`config.mk`:
```
export PLATFORM = sky130hd
export DESIGN_NAME = hazard_ctrl_flat
export DESIGN_NICKNAME = d
export VERILOG_FILES = /design/src/rtl/rv_pipe_pkg.sv /design/src/rtl/hazard_ctrl_if.sv /design/src/rtl/hazard_ctrl_src_use.sv /design/src/rtl/hazard_ctrl.sv /design/src/flat_wrapper.sv
export SDC_FILE = /design/constraint.sdc
export NUM_CORES = 1
export LEC_CHECK = 0
export ABC_AREA = 1
export CAP_MARGIN = 25
export CORE_ASPECT_RATIO = 0.7
export CORE_UTILIZATION = 33
export DETAILED_ROUTE_END_ITERATION = 10
export HOLD_SLACK_MARGIN = 0.02
export PLACE_DENSITY = 0.82
export SETUP_SLACK_MARGIN = 0.02
export SYNTH_ARGS = -nofsm -noshare
export SYNTH_HDL_FRONTEND = slang
export SYNTH_SLANG_ARGS = --single-unit
```
`constraint.sdc`:
```
create_clock -name clk -period 2 [get_ports clk]
set_input_delay 0.5 -clock clk [delete_from_list [all_inputs] [get_ports clk]]
set_output_delay 0.5 -clock clk [all_outputs]
set_load 0.03 [all_outputs]
```
`src/rtl/rv_pipe_pkg.sv`:
```
// Shared RV32I pipeline definitions: opcodes, the canonical NOP and the
// hazard sequencer state encoding.
package rv_pipe_pkg;

  localparam logic [6:0] OP_LOAD  = 7'b0000011;
  localparam logic [6:0] OP_STORE = 7'b0100011;
  localparam logic [6:0] OP_R     = 7'b0110011;
  localparam logic [6:0] OP_I     = 7'b0010011;
  localparam logic [6:0] OP_BR    = 7'b1100011;
  localparam logic [6:0] OP_JALR  = 7'b1100111;
  localparam logic [6:0] OP_JAL   = 7'b1101111;

  // add x0,x0,x0 -- what a flushed stage register holds
  localparam logic [31:0] NOP_INST = 32'h00000033;

  typedef enum logic [1:0] {
    RUN      = 2'd0,
    LU_STALL = 2'd1,
    MEM_WAIT = 2'd2
  } hz_state_t;

endpackage

```
`src/rtl/hazard_ctrl_if.sv`:
```
// Pipeline sequencing bus between the core stages (master) and hazard_ctrl
// (slave). Carries the decode/execute instructions, redirect request, memory
// handshakes, the stage strobes and the perf counters.
interface hazard_ctrl_if #(
  parameter int unsigned XLEN   = 32,
  parameter int unsigned PERF_W = 32
);
  logic [31:0]       id_inst;
  logic [31:0]       ex_inst;
  logic              ex_redirect;
  logic [XLEN-1:0]   ex_redirect_tgt;
  logic              imem_ready;
  logic              dmem_busy;

  logic              pc_en;
  logic              ifid_en;
  logic              idex_en;
  logic              exmem_en;
  logic              memwb_en;
  logic              ifid_flush;
  logic              idex_flush;
  logic              pc_redirect_valid;
  logic [XLEN-1:0]   pc_redirect_tgt;
  logic [PERF_W-1:0] lu_stall_cnt;
  logic [PERF_W-1:0] flush_cnt;
  logic [PERF_W-1:0] mem_wait_cnt;

  modport master (
    output id_inst, ex_inst, ex_redirect, ex_redirect_tgt, imem_ready, dmem_busy,
    input  pc_en, ifid_en, idex_en, exmem_en, memwb_en, ifid_flush, idex_flush,
    input  pc_redirect_valid, pc_redirect_tgt, lu_stall_cnt, flush_cnt, mem_wait_cnt
  );

  modport slave (
    input  id_inst, ex_inst, ex_redirect, ex_redirect_tgt, imem_ready, dmem_busy,
    output pc_en, ifid_en, idex_en, exmem_en, memwb_en, ifid_flush, idex_flush,
    output pc_redirect_valid, pc_redirect_tgt, lu_stall_cnt, flush_cnt, mem_wait_cnt
  );

endinterface

```
`src/rtl/hazard_ctrl_src_use.sv`:
```
// rv_src_use: combinational RV32I field decode -- register specifiers, which
// source registers the opcode actually reads, and whether it is a load.
module rv_src_use
  import rv_pipe_pkg::*;
(
  input  logic [31:0] i_inst,
  output logic [4:0]  o_rs1,
  output logic [4:0]  o_rs2,
  output logic [4:0]  o_rd,
  output logic        o_rs1_used,
  output logic        o_rs2_used,
  output logic        o_is_load
);

  logic [6:0] w_op;
  logic       w_unused_bits;

  assign w_op  = i_inst[6:0];
  assign o_rs1 = i_inst[19:15];
  assign o_rs2 = i_inst[24:20];
  assign o_rd  = i_inst[11:7];

  // funct3/funct7 do not affect register usage
  assign w_unused_bits = ^{i_inst[31:25], i_inst[14:12]};

  // Opcode classes that read rs1/rs2; I-type immediates overlay rs2 and must not match
  always_comb begin
    o_rs1_used = w_op inside {OP_R, OP_I, OP_LOAD, OP_STORE, OP_BR, OP_JALR};
    o_rs2_used = w_op inside {OP_R, OP_STORE, OP_BR};
    o_is_load  = (w_op == OP_LOAD);
  end

endmodule

```
`src/rtl/hazard_ctrl.sv`:
```
// hazard_ctrl: central 5-stage RV32I sequencing unit. Load-use bubbles,
// branch/jump redirect flushes and freezes on multicycle memory waits.
// Stage strobes are combinational from state and inputs (zero latency).
// Optional build macro: HAZARD_PERF_EN enables the perf counters; when it is
// undefined the counter outputs read zero and no counter state exists.
module hazard_ctrl
  import rv_pipe_pkg::*;
#(
  parameter int unsigned XLEN            = 32,
  parameter int unsigned LU_STALL_CYCLES = 1,
  parameter int unsigned PERF_W          = 32
) (
  input  logic         clk,
  input  logic         rst,
  hazard_ctrl_if.slave bus
);

  if (LU_STALL_CYCLES < 1 || LU_STALL_CYCLES > 3) begin : g_bad_lu
    $error("hazard_ctrl: LU_STALL_CYCLES must be 1..3");
  end

  localparam logic [1:0] LU_INIT = 2'(LU_STALL_CYCLES - 1);

  hz_state_t       r_state;
  logic [1:0]      r_lu_cnt;
  logic            r_pend_valid;
  logic [XLEN-1:0] r_pend_tgt;

  hz_state_t       w_nxt_state;
  logic [1:0]      w_nxt_lu_cnt;
  logic            w_nxt_pend_valid;
  logic [XLEN-1:0] w_nxt_pend_tgt;

  logic            w_pc_en, w_ifid_en, w_idex_en, w_exmem_en, w_memwb_en;
  logic            w_ifid_flush, w_idex_flush;
  logic            w_redir_valid;
  logic [XLEN-1:0] w_redir_tgt;
  logic            w_lu_bubble, w_redir_cyc;

  logic [4:0]      w_id_rs1, w_id_rs2, w_id_rd, w_ex_rs1, w_ex_rs2, w_ex_rd;
  logic            w_id_rs1_used, w_id_rs2_used, w_id_is_load;
  logic            w_ex_rs1_used, w_ex_rs2_used, w_ex_is_load;
  logic            w_lu_hit;
  logic            w_unused_dec;

  rv_src_use u_id_dec (
    .i_inst     (bus.id_inst),
    .o_rs1      (w_id_rs1),
    .o_rs2      (w_id_rs2),
    .o_rd       (w_id_rd),
    .o_rs1_used (w_id_rs1_used),
    .o_rs2_used (w_id_rs2_used),
    .o_is_load  (w_id_is_load)
  );

  rv_src_use u_ex_dec (
    .i_inst     (bus.ex_inst),
    .o_rs1      (w_ex_rs1),
    .o_rs2      (w_ex_rs2),
    .o_rd       (w_ex_rd),
    .o_rs1_used (w_ex_rs1_used),
    .o_rs2_used (w_ex_rs2_used),
    .o_is_load  (w_ex_is_load)
  );

  assign w_unused_dec = ^{w_id_rd, w_id_is_load, w_ex_rs1, w_ex_rs2,
                          w_ex_rs1_used, w_ex_rs2_used};

  assign w_lu_hit = w_ex_is_load && (w_ex_rd != 5'd0) &&
                    ((w_id_rs1_used && (w_id_rs1 == w_ex_rd)) ||
                     (w_id_rs2_used && (w_id_rs2 == w_ex_rd)));

  // Priority: dmem_busy > redirect (live or pending) > load-use > fetch wait > run
  always_comb begin
    w_pc_en          = 1'b1;
    w_ifid_en        = 1'b1;
    w_idex_en        = 1'b1;
    w_exmem_en       = 1'b1;
    w_memwb_en       = 1'b1;
    w_ifid_flush     = 1'b0;
    w_idex_flush     = 1'b0;
    w_redir_valid    = 1'b0;
    w_redir_tgt      = '0;
    w_lu_bubble      = 1'b0;
    w_redir_cyc      = 1'b0;
    w_nxt_state      = r_state;
    w_nxt_lu_cnt     = r_lu_cnt;
    w_nxt_pend_valid = r_pend_valid;
    w_nxt_pend_tgt   = r_pend_tgt;

    if (bus.dmem_busy) begin
      {w_pc_en, w_ifid_en, w_idex_en, w_exmem_en, w_memwb_en} = '0;
      w_nxt_state = MEM_WAIT;
      // Only the first redirect seen during a freeze is kept
      if (bus.ex_redirect && !r_pend_valid) begin
        w_nxt_pend_valid = 1'b1;
        w_nxt_pend_tgt   = bus.ex_redirect_tgt;
      end
    end else if (bus.ex_redirect || r_pend_valid) begin
      w_redir_valid    = 1'b1;
      w_redir_tgt      = r_pend_valid ? r_pend_tgt : bus.ex_redirect_tgt;
      w_ifid_flush     = 1'b1;
      w_idex_flush     = 1'b1;
      w_redir_cyc      = 1'b1;
      w_nxt_pend_valid = 1'b0;
      w_nxt_state      = RUN;
    end else if (r_state == LU_STALL) begin
      w_pc_en      = 1'b0;
      w_ifid_en    = 1'b0;
      w_idex_flush = 1'b1;
      w_lu_bubble  = 1'b1;
      w_nxt_lu_cnt = r_lu_cnt - 2'd1;
      if (r_lu_cnt == 2'd1) w_nxt_state = RUN;
    end else if (w_lu_hit) begin
      w_pc_en      = 1'b0;
      w_ifid_en    = 1'b0;
      w_idex_flush = 1'b1;
      w_lu_bubble  = 1'b1;
      w_nxt_lu_cnt = LU_INIT;
      w_nxt_state  = (LU_INIT != 2'd0) ? LU_STALL : RUN;
    end else if (!bus.imem_ready) begin
      w_pc_en      = 1'b0;
      w_ifid_flush = 1'b1;
      w_nxt_state  = RUN;
    end else begin
      w_nxt_state = RUN;
    end

    // Reset holds every stage frozen with NOPs injected, independent of the clock
    if (rst) begin
      {w_pc_en, w_ifid_en, w_idex_en, w_exmem_en, w_memwb_en} = '0;
      w_ifid_flush  = 1'b1;
      w_idex_flush  = 1'b1;
      w_redir_valid = 1'b0;
      w_redir_tgt   = '0;
    end
  end

  // Sequencer state, bubble count and deferred redirect
  always_ff @(posedge clk or posedge rst) begin
    if (rst) begin
      r_state      <= RUN;
      r_lu_cnt     <= '0;
      r_pend_valid <= 1'b0;
      r_pend_tgt   <= '0;
    end else begin
      r_state      <= w_nxt_state;
      r_lu_cnt     <= w_nxt_lu_cnt;
      r_pend_valid <= w_nxt_pend_valid;
      r_pend_tgt   <= w_nxt_pend_tgt;
    end
  end

  assign bus.pc_en             = w_pc_en;
  assign bus.ifid_en           = w_ifid_en;
  assign bus.idex_en           = w_idex_en;
  assign bus.exmem_en          = w_exmem_en;
  assign bus.memwb_en          = w_memwb_en;
  assign bus.ifid_flush        = w_ifid_flush;
  assign bus.idex_flush        = w_idex_flush;
  assign bus.pc_redirect_valid = w_redir_valid;
  assign bus.pc_redirect_tgt   = w_redir_tgt;

`ifdef HAZARD_PERF_EN
  logic [PERF_W-1:0] r_lu_stall_cnt, r_flush_cnt, r_mem_wait_cnt;

  // Free-running event counters, wrapping at 2^PERF_W
  always_ff @(posedge clk or posedge rst) begin
    if (rst) begin
      r_lu_stall_cnt <= '0;
      r_flush_cnt    <= '0;
      r_mem_wait_cnt <= '0;
    end else begin
      if (w_lu_bubble)   r_lu_stall_cnt <= r_lu_stall_cnt + 1'b1;
      if (w_redir_cyc)   r_flush_cnt    <= r_flush_cnt + 1'b1;
      if (bus.dmem_busy) r_mem_wait_cnt <= r_mem_wait_cnt + 1'b1;
    end
  end

  assign bus.lu_stall_cnt = r_lu_stall_cnt;
  assign bus.flush_cnt    = r_flush_cnt;
  assign bus.mem_wait_cnt = r_mem_wait_cnt;
`else
  assign bus.lu_stall_cnt = {PERF_W{1'b0}};
  assign bus.flush_cnt    = {PERF_W{1'b0}};
  assign bus.mem_wait_cnt = {PERF_W{1'b0}};
`endif

endmodule
```
`src/flat_wrapper.sv`:
```
// flat-port wrapper written by rule: the top's interface ports become plain ports
module hazard_ctrl_flat import rv_pipe_pkg::*;
#(
  parameter int unsigned XLEN            = 32,
  parameter int unsigned LU_STALL_CYCLES = 1,
  parameter int unsigned PERF_W          = 32
)
  (clk, rst, bus_id_inst, bus_ex_inst, bus_ex_redirect, bus_ex_redirect_tgt, bus_imem_ready, bus_dmem_busy, bus_pc_en, bus_ifid_en, bus_idex_en, bus_exmem_en, bus_memwb_en, bus_ifid_flush, bus_idex_flush, bus_pc_redirect_valid, bus_pc_redirect_tgt, bus_lu_stall_cnt, bus_flush_cnt, bus_mem_wait_cnt);
  hazard_ctrl_if #(.XLEN(XLEN), .PERF_W(PERF_W)) bus_i ();
  input  logic clk;
  input  logic rst;
  input wire logic [$bits(bus_i.id_inst)-1:0] bus_id_inst;
  input wire logic [$bits(bus_i.ex_inst)-1:0] bus_ex_inst;
  input wire logic [$bits(bus_i.ex_redirect)-1:0] bus_ex_redirect;
  input wire logic [$bits(bus_i.ex_redirect_tgt)-1:0] bus_ex_redirect_tgt;
  input wire logic [$bits(bus_i.imem_ready)-1:0] bus_imem_ready;
  input wire logic [$bits(bus_i.dmem_busy)-1:0] bus_dmem_busy;
  output wire logic [$bits(bus_i.pc_en)-1:0] bus_pc_en;
  output wire logic [$bits(bus_i.ifid_en)-1:0] bus_ifid_en;
  output wire logic [$bits(bus_i.idex_en)-1:0] bus_idex_en;
  output wire logic [$bits(bus_i.exmem_en)-1:0] bus_exmem_en;
  output wire logic [$bits(bus_i.memwb_en)-1:0] bus_memwb_en;
  output wire logic [$bits(bus_i.ifid_flush)-1:0] bus_ifid_flush;
  output wire logic [$bits(bus_i.idex_flush)-1:0] bus_idex_flush;
  output wire logic [$bits(bus_i.pc_redirect_valid)-1:0] bus_pc_redirect_valid;
  output wire logic [$bits(bus_i.pc_redirect_tgt)-1:0] bus_pc_redirect_tgt;
  output wire logic [$bits(bus_i.lu_stall_cnt)-1:0] bus_lu_stall_cnt;
  output wire logic [$bits(bus_i.flush_cnt)-1:0] bus_flush_cnt;
  output wire logic [$bits(bus_i.mem_wait_cnt)-1:0] bus_mem_wait_cnt;
  assign bus_i.id_inst = bus_id_inst;
  assign bus_i.ex_inst = bus_ex_inst;
  assign bus_i.ex_redirect = bus_ex_redirect;
  assign bus_i.ex_redirect_tgt = bus_ex_redirect_tgt;
  assign bus_i.imem_ready = bus_imem_ready;
  assign bus_i.dmem_busy = bus_dmem_busy;
  assign bus_pc_en = bus_i.pc_en;
  assign bus_ifid_en = bus_i.ifid_en;
  assign bus_idex_en = bus_i.idex_en;
  assign bus_exmem_en = bus_i.exmem_en;
  assign bus_memwb_en = bus_i.memwb_en;
  assign bus_ifid_flush = bus_i.ifid_flush;
  assign bus_idex_flush = bus_i.idex_flush;
  assign bus_pc_redirect_valid = bus_i.pc_redirect_valid;
  assign bus_pc_redirect_tgt = bus_i.pc_redirect_tgt;
  assign bus_lu_stall_cnt = bus_i.lu_stall_cnt;
  assign bus_flush_cnt = bus_i.flush_cnt;
  assign bus_mem_wait_cnt = bus_i.mem_wait_cnt;
  hazard_ctrl #(.XLEN(XLEN), .LU_STALL_CYCLES(LU_STALL_CYCLES), .PERF_W(PERF_W)) u_core (.clk(clk), .rst(rst), .bus(bus_i));
endmodule
```
Word-level counts from Yosys, hierarchy flattened
Index checks and enable logic that the tools add are counted.
{ "op_classes": {"n_addsub": 1, "n_mul": 0, "n_div": 0, "order_cmp": 0, "eq_ne": 13, "shifts": 0, "n_mux": 40, "bitwise_logic": 2, "reduce_logical": 16} }
{ "ops": {"columns": ["cell", "n"], "rows": [
  ["32-bit 2-to-1 mux", 4],
  ["1-bit 2-to-1 mux", 30],
  ["7-bit by 2-bit == test with 1-bit output, second input constant", 2],
  ["7-bit by 6-bit == test with 1-bit output, second input constant", 2],
  ["7-bit == test, second input constant", 2],
  ["2-bit 2-to-1 mux", 6],
  ["5-bit == test", 2],
  ["7-bit by 5-bit == test with 1-bit output, second input constant", 1],
  ["6-bit nonzero test", 1],
  ["1-bit logical AND", 5],
  ["5-bit nonzero test", 1],
  ["2-bit by 1-bit == test with 1-bit output, second input constant", 2],
  ["4-bit by 3-bit inequality test with 1-bit output, second input constant", 1],
  ["2-bit AND reduction", 2],
  ["2-bit nonzero test", 2],
  ["3-bit AND reduction", 1],
  ["3-bit nonzero test", 1],
  ["1-bit logical OR", 2],
  ["2-bit by 1-bit inequality test with 1-bit output, second input constant", 1],
  ["1-bit inverter", 2],
  ["2-bit by 1-bit subtractor with 2-bit output, second input constant", 1],
  ["1-bit logical NOT", 1]
]} }
{ "word_totals": {"reg_bits": 37, "latchBits": 0, "mem_bits_rw": 0, "romBits": 0, "in_bits": 101, "output_inout_bits": 136, "wordCells": 76, "memories": 0} }

Longest topological paths before layout
Gate-level depths: netlist of run 1.
{ "logic_depth": {"depth_word": 10, "mapped_depth": 12, "mapped_depth_nobuf": 12} }

By module
A second synthesis of run 1 with hierarchy kept.
{ "hier_totals": {"hier_cells": 387, "area_unflattened_um2": 3198.1} }
{ "modules_own_cells": {"columns": ["mod", "instances", "cells_each", "area_each_um2", "seq_area_each_um2"], "rows": [
  ["hazard_ctrl", 1, 319, 2807.7, 825.8],
  ["rv_src_use", 2, 34, 195.2, 0.0]
]} }

Worst setup path after synthesis of run 1
No wires, ideal clock.
{ "synth_path": {"path_kind": "input-to-output", "start": "input port bus_dmem_busy", "end": "output port bus_pc_redirect_tgt[10]", "t_arrival_ns": 1.926, "required_time_ns": 1.500, "path_slack_ns": -0.426, "cell_stages": 4, "n_path_buf": 1, "cell_sequence": "nor2_1 -> inv_1 -> clkbuf_1 -> nor2_1"} }
{ "synth_via": {"elab_chain_len": 2} }
{ "synth_lines": {"columns": ["element", "line_no", "source"], "rows": [
  ["from (decl)", "flat_wrapper.sv:17", "input wire logic [$bits(bus_i.dmem_busy)-1:0] bus_dmem_busy;"],
  ["32-bit 2-to-1 mux", "hazard_ctrl.sv:91", "if (bus.dmem_busy) begin"],
  ["32-bit 2-to-1 mux", "hazard_ctrl.sv:130", "if (rst) begin"],
  ["to (decl)", "flat_wrapper.sv:26", "output wire logic [$bits(bus_i.pc_redirect_tgt)-1:0] bus_pc_redirect_tgt;"]
]} }
No other way between the ends.

Worst setup path in the final report of run 1
{ "layout_path": {"start": "register u_core.r_pend_valid", "end": "output port bus_pc_redirect_tgt[29]"} }
{ "layout_via": {"elab_chain_len": 4} }
{ "layout_lines": {"columns": ["element", "line_no", "source"], "rows": [
  ["from (decl)", "hazard_ctrl.sv:26", "logic r_pend_valid;"],
  ["from (signal assigned)", "hazard_ctrl.sv:149", "r_pend_valid <= w_nxt_pend_valid;"],
  ["32-bit 2-to-1 mux / 1-bit logical OR (equally long branches)", "hazard_ctrl.sv:101, hazard_ctrl.sv:99", null],
  ["32-bit 2-to-1 mux *", "hazard_ctrl.sv:99", "end else if (bus.ex_redirect || r_pend_valid) begin"],
  ["32-bit 2-to-1 mux *", "hazard_ctrl.sv:91", null],
  ["32-bit 2-to-1 mux *", "hazard_ctrl.sv:130", null]
]} }
Every way passes the cells marked *; elsewhere a longest branch is shown, timed or not.

==> results of run 1 <==
## power groups by stage
stage | sequential [mW] | combinational, mW | clock, mW
final | 0.881 | 1.13 | 0.741
after global routing | 0.896 | 1.20 | 0.794
after CTS | 0.866 | 1.04 | 0.763
after detailed placement | 0.873 | 1.05 | 0
after global placement | 0.865 | 1.03 | 0
after floorplan | 0.851 | 0.897 | 0
## final timing paths
kind / slack [ns] / depth (start not counted) / from / end
worst max-delay path: 0.007 / 4 / u_core.r_pend_valid$_DFFE_PP0P_ / bus_pc_redirect_tgt[29]
worst min-delay path: 0.51 / 4 / rst / u_core.r_pend_valid$_DFFE_PP0P_
worst max register to register: 0.28 / 6 / u_core.r_pend_valid$_DFFE_PP0P_ / u_core.r_pend_tgt[29]$_DFFE_PP0P_
worst min register to register: 0.51 / 1 / u_core.r_pend_tgt[29]$_DFFE_PP0P_ / u_core.r_pend_tgt[29]$_DFFE_PP0P_
max in group asynchronous: 1.01 / 4 / rst / u_core.r_pend_tgt[22]$_DFFE_PP0P_
min in group clk: 0.51 / 1 / u_core.r_pend_tgt[29]$_DFFE_PP0P_ / u_core.r_pend_tgt[29]$_DFFE_PP0P_
## registers in the layout, summed over array words and instances (netlist names)
register	flops
u_core.r_pend_valid	1
u_core.r_pend_tgt	32
## area by class of cell
type                    instances  area (um^2)  area share, %
repair buffers                130         1280           29.5
clock inverters                 3         17.5          0.403
multi-input cells             259         1870           43.1
inverters                      22         93.8           2.16
clock buffers                   5          125           2.88
well taps                     101          126           2.91
flip-flops and latches         33          827           19.0
## layer usage
layer  part of all wire [%]  up-vias  routed length, um
li1                       -     1126                  -
met4                   0.91        0                 69
met2                     52       89               3940
met3                    5.2        8                396
met1                     42     1144               3160
met5                      0        -                  0
## through the flow
step | util (%) | setup TNS, ns | hold slack (ns) | worst slack, ns | power [mW]
3_5_place_dp | 48.4 | -12.78 | 0.493 | -0.460 | 1.92
3_3_place_gp | 48.4 | -12.12 | 0.487 | -0.420 | 1.89
2_1_floorplan | - | 0 | 0.443 | 0.0844 | 1.75
4_1_cts | 49.8 | -0.697 | 0.502 | -0.0454 | 2.67
5_1_grt | 53.6 | -0.671 | 0.528 | -0.0702 | 2.89
6_report | 53.6 | 0 | 0.507 | 0.00655 | 2.75
## what timing repair did
action / in CTS / in global routing
setup endpoints to repair: 37 / 36
buffers inserted: 1 / 3
pin swaps: 31 / 34
gates cloned: 0 / 1
gates resized for setup: 113 / 82
## kinds of logic (layout without fill, tap and decap cells)
logic type	after synthesis	count (layout)	share of synthesized area, %
and+or+nand+nor	93	93	13.3
buffers and inverters	133	160	31.5
other	1	96	0.131
DFF	33	33	28.9
xor gates and xnor gates	1	1	0.307
muxes	32	32	16.6
AOI/OAI and AO/OA	37	37	9.29
## layout by cell type, fill, tap and decap left out, types with 6 or more instances in the layout
cell and count:
nor2_1 14, a22oi_1 12, buf_6 34, nand2_2 11
dfrtp_1 32, buf_2 7, buf_4 32, inv_2 6
mux2_4 30, nor2_4 32, a22oi_2 20, buf_12 7
clkbuf_2 7, clkdlybuf4s50_1 33, inv_1 12, nand2_1 24
clkbuf_16 6, conb_1 96
## worst max-delay path, delay by kind of cell, from the launching register on
kind	cells	cell delay (ns)
and+or+nand+nor	1	0.04
AOI/OAI and AO/OA	1	0.31
DFF	1	0.48
buffers and inverters	2	0.37
==> out/results.txt, run 1 <==
CP Class = reg -> out
skew final = 0.00191 ns
via count = 2367
cell-internal power = 1.74 mW
critical-path maximum fanout = 32
Syn Area/Cell = 8.65 um^2
grt met1 use = 19.5%
hpwl dp = 5.42 mm
sequential share of the synthesized area = 28.9%
Netlist cell types = 22
cell area after layout = 0.00435 mm^2
PortBufs = 105
Main synth FF type = dfrtp_1
die area = 0.00903 mm^2
Setup crit start kind = flop
critical path's slowest cell = dfrtp_2
CTS tree = built
CP peak stage delay = 0.48 ns
Crit. End Element = output port
Switching Share = 36.8%
vias in the first global route = 2231
H-tree depth = 2
Worst VDD drop = 0.000320 V
Clk network pwr share = 26.9%
CTS clk-pin slew, worst paths = 0.05 ns
IO Pins = 237
P_leak = 2.12 nW
GP Congestion = 0.823
Synth async-reset ratio = 100%
yosys synthesis warning count = 0
Root Buffer = clkbuf_16
CTS Buf Count = 5
busiest grt layer = met2
CTS Buffer Depth = 2
status = completed
initial antenna violation count = 0
Fmax achieved = 502 MHz
CP Data Arrival Time = 1.49 ns
FILL cells = 730
max-slew violations = 0
Yosys reg bits = 33
remaining antenna violation count = 0
Final period util = 99.7%
core box area = 0.00811 mm^2
post-synth top area cell = dfrtp_1
RSZ-0062 raised after global routing = yes
sequential power share = 32.0%
post-synthesis cell count = 330
area share of the largest cell type after synthesis = 28.9%
gr usage total = 15.4%
std cell rows = 27
die height = 79.8 um
1st-pass router iterations = 4
met2 GRT Util = 26.7%
post-layout min period = 1.99 ns
largest cells by area after synthesis = dfrtp_1, buf_4, mux2_4
final WL = 7.57 mm
Layout Nets = 552
drt drc = 0
DP Area = 0.00392 mm^2
Worst EP required = 1.50 ns
Max-Cap Viols = 0
PwrDens = 633 mW/mm^2
Vias/cell = 4.28
Hold Violations, Final = 0
Diodes inserted = 0
dpl cells = 540
layout cells sized above 1 = 46.7%
grt met3 use = 3.57%
fin cells = 553
power share of the combinational group = 41.1%
WL per Instance = 13.7 um
Iteration-0 DRC Markers = 51
starting density of the core = 35.2%
count leader, synth = buf_4
die width = 113 um
GR Overflow Total = 0
crit path cell chain = buf_12 -> a22oi_1 -> nor2_4 -> buf_4
Synth top cells by count = buf_4, nor2_1, nand2_1
P_sw = 1.01 mW
hold buffers post-CTS = 0
largest net degree at the start of global routing = 34
Post-synth EDFFs = 0
Synth Cell Area = 0.00285 mm^2
Hold Crit Class = in -> async
latest clock arrival within the worst-skew pair = 0.27 ns
area grow syn2layout = 52.3%
Final Setup Violations = 0
first-pass GRT wire length = 11.0 mm
clock sink count = 33
No activity file was read; power rests on OpenSTA's default activity.
==> run 2: changes to the inputs <==
--- a/config.mk
+++ b/config.mk
@@ -7,11 +7,13 @@
 export LEC_CHECK = 0
 export ABC_AREA = 1
 export CAP_MARGIN = 25
+export CELL_PAD_IN_SITES_DETAIL_PLACEMENT = 0
+export CELL_PAD_IN_SITES_GLOBAL_PLACEMENT = 1
 export CORE_ASPECT_RATIO = 0.7
-export CORE_UTILIZATION = 33
+export CORE_UTILIZATION = 22
 export DETAILED_ROUTE_END_ITERATION = 10
 export HOLD_SLACK_MARGIN = 0.02
-export PLACE_DENSITY = 0.82
+export PLACE_DENSITY_LB_ADDON = 0.1
 export SETUP_SLACK_MARGIN = 0.02
 export SYNTH_ARGS = -nofsm -noshare
 export SYNTH_HDL_FRONTEND = slang
==> out/results.txt, run 2 (synthesis gave the netlist of run 1 again) <==
status = finished with violations
failing checks = design-rule violations
most frequent cells in the layout = conb_1, buf_4, clkdlybuf4s50_1
FILL cells = 1261 (+73%)
Worst VDD drop = 0.000293 V (-8.3%)
CTS tree = built
DP Area = 0.00400 mm^2 (+1.9%)
area grow syn2layout = 59.0%
hpwl dp = 5.74 mm (+5.9%)
CTS Buf Count = 5 (unchanged)
dpl cells = 599 (+11%)
crit path cell chain = nor2_8 -> buf_12 -> buf_8 -> a22oi_2 -> nor2_1 -> buf_4
latest clock arrival within the worst-skew pair = 0.27 ns (about the same)
skew final = 0.00186 ns (-0.0000475 ns)
1st-pass router iterations = 7 (+3)
hold slack final = 0.401 ns (-0.106 ns)
via count = 2332 (-1.5%)
Hold Violations, Final = 0 (unchanged)
post-layout min period = 2.00 ns (+0.00547 ns)
Crit. End Element = output port
CP Data Arrival Time = 1.50 ns (about the same)
Vias/cell = 3.78 (-12%)
vias in the first global route = 2225 (-0.27%)
Fmax achieved = 500 MHz (-0.27%)
CTS Buffer Depth = 2 (unchanged)
critical path's slowest cell = dfrtp_2
Worst EP required = 1.50 ns (about the same)
largest net degree at the start of global routing = 34 (unchanged)
GR Overflow Total = 0 (unchanged)
reg2reg path depth = 8 (+2)
cell family with most CP delay = flip-flops
Final Setup Violations = 0 (unchanged)
R2R Setup Slk = 0.14 ns (-0.14 ns)
die area = 0.0134 mm^2 (+49%)
P_leak = 2.16 nW (+2.0%)
Root Buffer = clkbuf_16
RSZ-0062 raised after global routing = yes
core box area = 0.0125 mm^2 (+55%)
clock sink count = 33 (unchanged)
starting density of the core = 22.7% (-12 points)
gr usage total = 11.9% (-3.5 points)
hold buffers post-CTS = 0 (unchanged)
CP Class = reg -> out
RR Startpoint = u_core.r_pend_valid$_DFFE_PP0P_
Hold Crit Class = in -> async
Top reg by flops = u_core.r_pend_tgt
PwrDens = 649 mW/mm^2 (+2.5%)
Diodes inserted = 0 (unchanged)
CP peak stage delay = 0.47 ns (about the same)
FF-to-FF End = u_core.r_pend_tgt[28]$_DFFE_PP0P_
Final period util = 99.9% (+0.27 points)
Largest register FFs = 32 (unchanged)
fin cells = 617 (+12%)
final WL = 7.90 mm (+4.4%)
cell area after layout = 0.00454 mm^2 (+4.4%)
max-slew violations = 0 (unchanged)
drt drc = 24 (+24)
H-tree depth = 2 (unchanged)
WL per Instance = 12.8 um (-6.5%)
layout cells sized above 1 = 48.8% (+2.1 points)
top flop regs = u_core.r_pend_tgt x32, u_core.r_pend_valid x1
commonest non-fill, non-tap cell in the layout = conb_1
CTS clk-pin slew, worst paths = 0.05 ns (about the same)
critical-path maximum fanout = 7 (-78%)
IO Pins = 237 (unchanged)
worst path bufs/invs = 3 (+1)
Setup crit start kind = flop
std cell rows = 34 (+26%)
Max-Cap Viols = 0 (unchanged)
Iteration-0 DRC Markers = 80 (+57%)
die width = 138 um (+22%)
GP Congestion = 0.740 (-10%)
PortBufs = 105 (unchanged)
Layout Nets = 555 (+0.54%)
die height = 97.3 um (+22%)
initial antenna violation count = 0 (unchanged)
first-pass GRT wire length = 12.4 mm (+13%)
remaining antenna violation count = 0 (unchanged)
## run 2: final cells by class
cell class | count | area [um^2] | share of cell area (%)
sequential | 33 | 827 | 18.2
clock inverter | 1 | 30.0 | 0.662
tap | 162 | 203 | 4.47
multi-input combinational | 259 | 1930 | 42.5
timing repair buffer | 133 | 1320 | 29.0
inverter | 22 | 93.8 | 2.07
clock buffer | 7 | 143 | 3.14
## run 2: power by group
group          switching [mW]  leakage, nW  internal [mW]  total, mW
sequential             0.0880        0.388          0.794      0.882
clock                   0.285       0.0841          0.622      0.907
combinational           0.645         1.69          0.509       1.15
total                    1.02         2.16           1.93       2.94
## run 2: worst min-delay path, stage by stage
cell        delay [ns]
buf_2             0.14
clkinvlp_4        0.08
buf_4             0.39
## run 2: timing repair
action                                  4_1_cts  5_1_grt
pin swaps                                    40       40
endpoints found under the setup margin       37       35
resized for setup                           173       37
cloned                                        3        0
buffers inserted                              8        1
## run 2: through the flow
step	setup TNS [ns]	util (%)	total power, mW	worst slack, ns
6_report	0	36.2	2.94	0.00108
5_1_grt	-0.938	36.2	3.10	-0.0796
4_1_cts	-0.0794	35.9	2.95	-0.0240
3_5_place_dp	-13.74	31.8	1.92	-0.521
3_3_place_gp	-13.18	31.8	1.92	-0.564
2_1_floorplan	0	-	1.75	0.0844
## run 2: worst max path at each step
stage                         endpoint  cells after the start                             from
6_report       bus_pc_redirect_tgt[31]                      6  u_core.r_pend_valid$_DFFE_PP0P_
5_1_grt        bus_pc_redirect_tgt[31]                      6  u_core.r_pend_valid$_DFFE_PP0P_
4_1_cts        bus_pc_redirect_tgt[31]                      6  u_core.r_pend_valid$_DFFE_PP0P_
3_5_place_dp                 bus_pc_en                     13                   bus_ex_inst[9]
3_3_place_gp                 bus_pc_en                     13                   bus_ex_inst[9]
2_1_floorplan           bus_idex_flush                      2                              rst
## run 2: metal layers
metal  track usage [%]  share of wire [%]
met5                 0                  0
met4              1.04               0.10
met3              3.10                7.3
met2              17.7                 45
met1              17.5                 48
==> run 3: changes to the inputs <==
--- a/config.mk
+++ b/config.mk
@@ -9,7 +9,7 @@
 export CAP_MARGIN = 25
 export CELL_PAD_IN_SITES_DETAIL_PLACEMENT = 0
 export CELL_PAD_IN_SITES_GLOBAL_PLACEMENT = 1
-export CORE_ASPECT_RATIO = 0.7
+export CORE_ASPECT_RATIO = 0.9
 export CORE_UTILIZATION = 22
 export DETAILED_ROUTE_END_ITERATION = 10
 export HOLD_SLACK_MARGIN = 0.02
==> out/results.txt, run 3 (synthesis gave the netlist of run 1 again) <==
status = finished with violations
Root Buffer = clkbuf_16
Max-Cap Viols = 0 (unchanged)
H-tree depth = 2 (unchanged)
worst slack, placed = -0.492 ns (+0.0286 ns)
Final period util = 101% (+1.3 points)
CTS tree = built
CTS Buffer Depth = 2 (unchanged)
area grow syn2layout = 61.4%
remaining antenna violation count = 0 (unchanged)
CTS clk-pin slew, worst paths = 0.05 ns (about the same)
Worst EP required = 1.50 ns (about the same)
hold slack final = 0.528 ns (+0.127 ns)
commonest non-fill, non-tap cell in the layout = conb_1
via count = 2378 (+2.0%)
CTS Buf Count = 5 (unchanged)
Crit. End Element = output port
1st-pass router iterations = 3 (-4)
skew final = 0.00513 ns (+0.00327 ns)
critical-path maximum fanout = 6 (-1)
latest clock arrival within the worst-skew pair = 0.28 ns (about the same)
Fmax achieved = 494 MHz (-1.3%)
Setup crit start kind = flop
Largest register FFs = 32 (unchanged)
Final Setup Violations = 7 (+7)
clock sink count = 33 (unchanged)
die area = 0.0134 mm^2 (about the same)
Hold Violations, Final = 0 (unchanged)
hpwl dp = 5.70 mm (-0.65%)
largest net degree at the start of global routing = 19 (-44%)
starting density of the core = 22.5% (-0.25 points)
IO Pins = 237 (unchanged)
dpl cells = 605 (+1.0%)
std cell rows = 39 (+15%)
die height = 110 um (+13%)
WL per Instance = 12.5 um (-2.2%)
PortBufs = 105 (unchanged)
GP Congestion = 0.703 (-5.0%)
gr usage total = 11.3% (-0.53 points)
max-slew violations = 0 (unchanged)
failing checks = negative setup slack
layout cells sized above 1 = 48.6% (-0.21 points)
P_leak = 2.19 nW (+1.3%)
initial antenna violation count = 0 (unchanged)
CP Class = reg -> out
Hold Crit Class = reg -> reg
PwrDens = 612 mW/mm^2 (-5.6%)
RSZ-0062 raised after global routing = yes
first-pass GRT wire length = 11.7 mm (-6.0%)
fin cells = 623 (+0.97%)
FILL cells = 1306 (+3.6%)
post-layout min period = 2.02 ns (+0.0255 ns)
CP Data Arrival Time = 1.52 ns (+0.02 ns)
Worst VDD drop = 0.000292 V (-0.45%)
drt drc = 0 (-100%)
Layout Nets = 559 (+0.72%)
GR Overflow Total = 0 (unchanged)
Iteration-0 DRC Markers = 69 (-14%)
Vias/cell = 3.82 (+0.99%)
Diodes inserted = 0 (unchanged)
top flop regs = u_core.r_pend_tgt x32, u_core.r_pend_valid x1
core box area = 0.0127 mm^2 (+1.1%)
total negative setup slack = -0.0605 ns (-0.0605 ns)
Final WS setup = -0.0244 ns (-0.0255 ns)
Top reg by flops = u_core.r_pend_tgt
most frequent cells in the layout = conb_1, buf_6, nor2_4, clkdlybuf4s50_1, dfrtp_1
vias in the first global route = 2171 (-2.4%)
final WL = 7.80 mm (-1.2%)
die width = 122 um (-12%)
## run 3: layer usage
metal	vias to the layer above	part of all wire [%]	GRT usage, %	wire (um)
li1	1143	-	-	-
met1	1127	44	15.0	3430
met2	106	49	19.2	3850
met3	2	6.5	2.42	508
met4	0	0.24	1.83	19
met5	-	0	0	0
## run 3: timing repair
action                                  in CTS  in global routing
buffers inserted                             4                  2
pin swaps                                   38                 25
endpoints found under the setup margin      37                 37
gates cloned                                 3                  1
hold buffers                                 0                  0
gates resized for setup                    177                 27
## run 3: layout make-up
cell class	instances	area, um^2	area share (%)
well taps	164	205	4.45
multi-input cells	259	1930	41.9
repair buffers	137	1410	30.6
flip-flops and latches	33	826	17.9
inverters	22	93.8	2.04
clock inverters	3	17.5	0.380
clock buffers	5	125	2.72
## run 3: through the flow
stage | power [mW] | util, % | area (um^2)
2_1_floorplan | 1.75 | - | 3460
4_1_cts | 2.84 | 35.8 | 4540
3_5_place_dp | 1.94 | 31.9 | 4040
5_1_grt | 2.97 | 36.3 | 4610
3_3_place_gp | 1.93 | 31.9 | 4040
6_report | 2.82 | 36.3 | 4610
## run 3: worst max-delay path, stage by stage (launching register included)
cell	delay (ns)
dfrtp_1	0.40
buf_12	0.14
nor2_8	0.12
buf_12	0.13
buf_12	0.12
a22oi_2	0.05
nor2_1	0.12
buf_4	0.17
## run 3: report_power, final
group | total [mW] | switching, mW | internal [mW]
clock network | 0.754 | 0.298 | 0.456
registers | 0.882 | 0.0888 | 0.794
logic | 1.18 | 0.652 | 0.531
## run 3: worst paths after layout
kind                                              startpoint                                 to  slack [ns]  cells past startpoint
max                          u_core.r_pend_valid$_DFFE_PP0P_            bus_pc_redirect_tgt[31]       -0.02                      7
min                        u_core.r_pend_tgt[29]$_DFFE_PP0P_  u_core.r_pend_tgt[29]$_DFFE_PP0P_        0.53                      1
max reg2reg                  u_core.r_pend_valid$_DFFE_PP0P_  u_core.r_pend_tgt[13]$_DFFE_PP0P_        0.26                      8
min reg2reg                u_core.r_pend_tgt[29]$_DFFE_PP0P_  u_core.r_pend_tgt[29]$_DFFE_PP0P_        0.53                      1
max in group asynchronous                                rst  u_core.r_pend_tgt[12]$_DFFE_PP0P_        1.22                      4
min in group asynchronous                                rst  u_core.r_pend_tgt[19]$_DFFE_PP0P_        0.56                      4
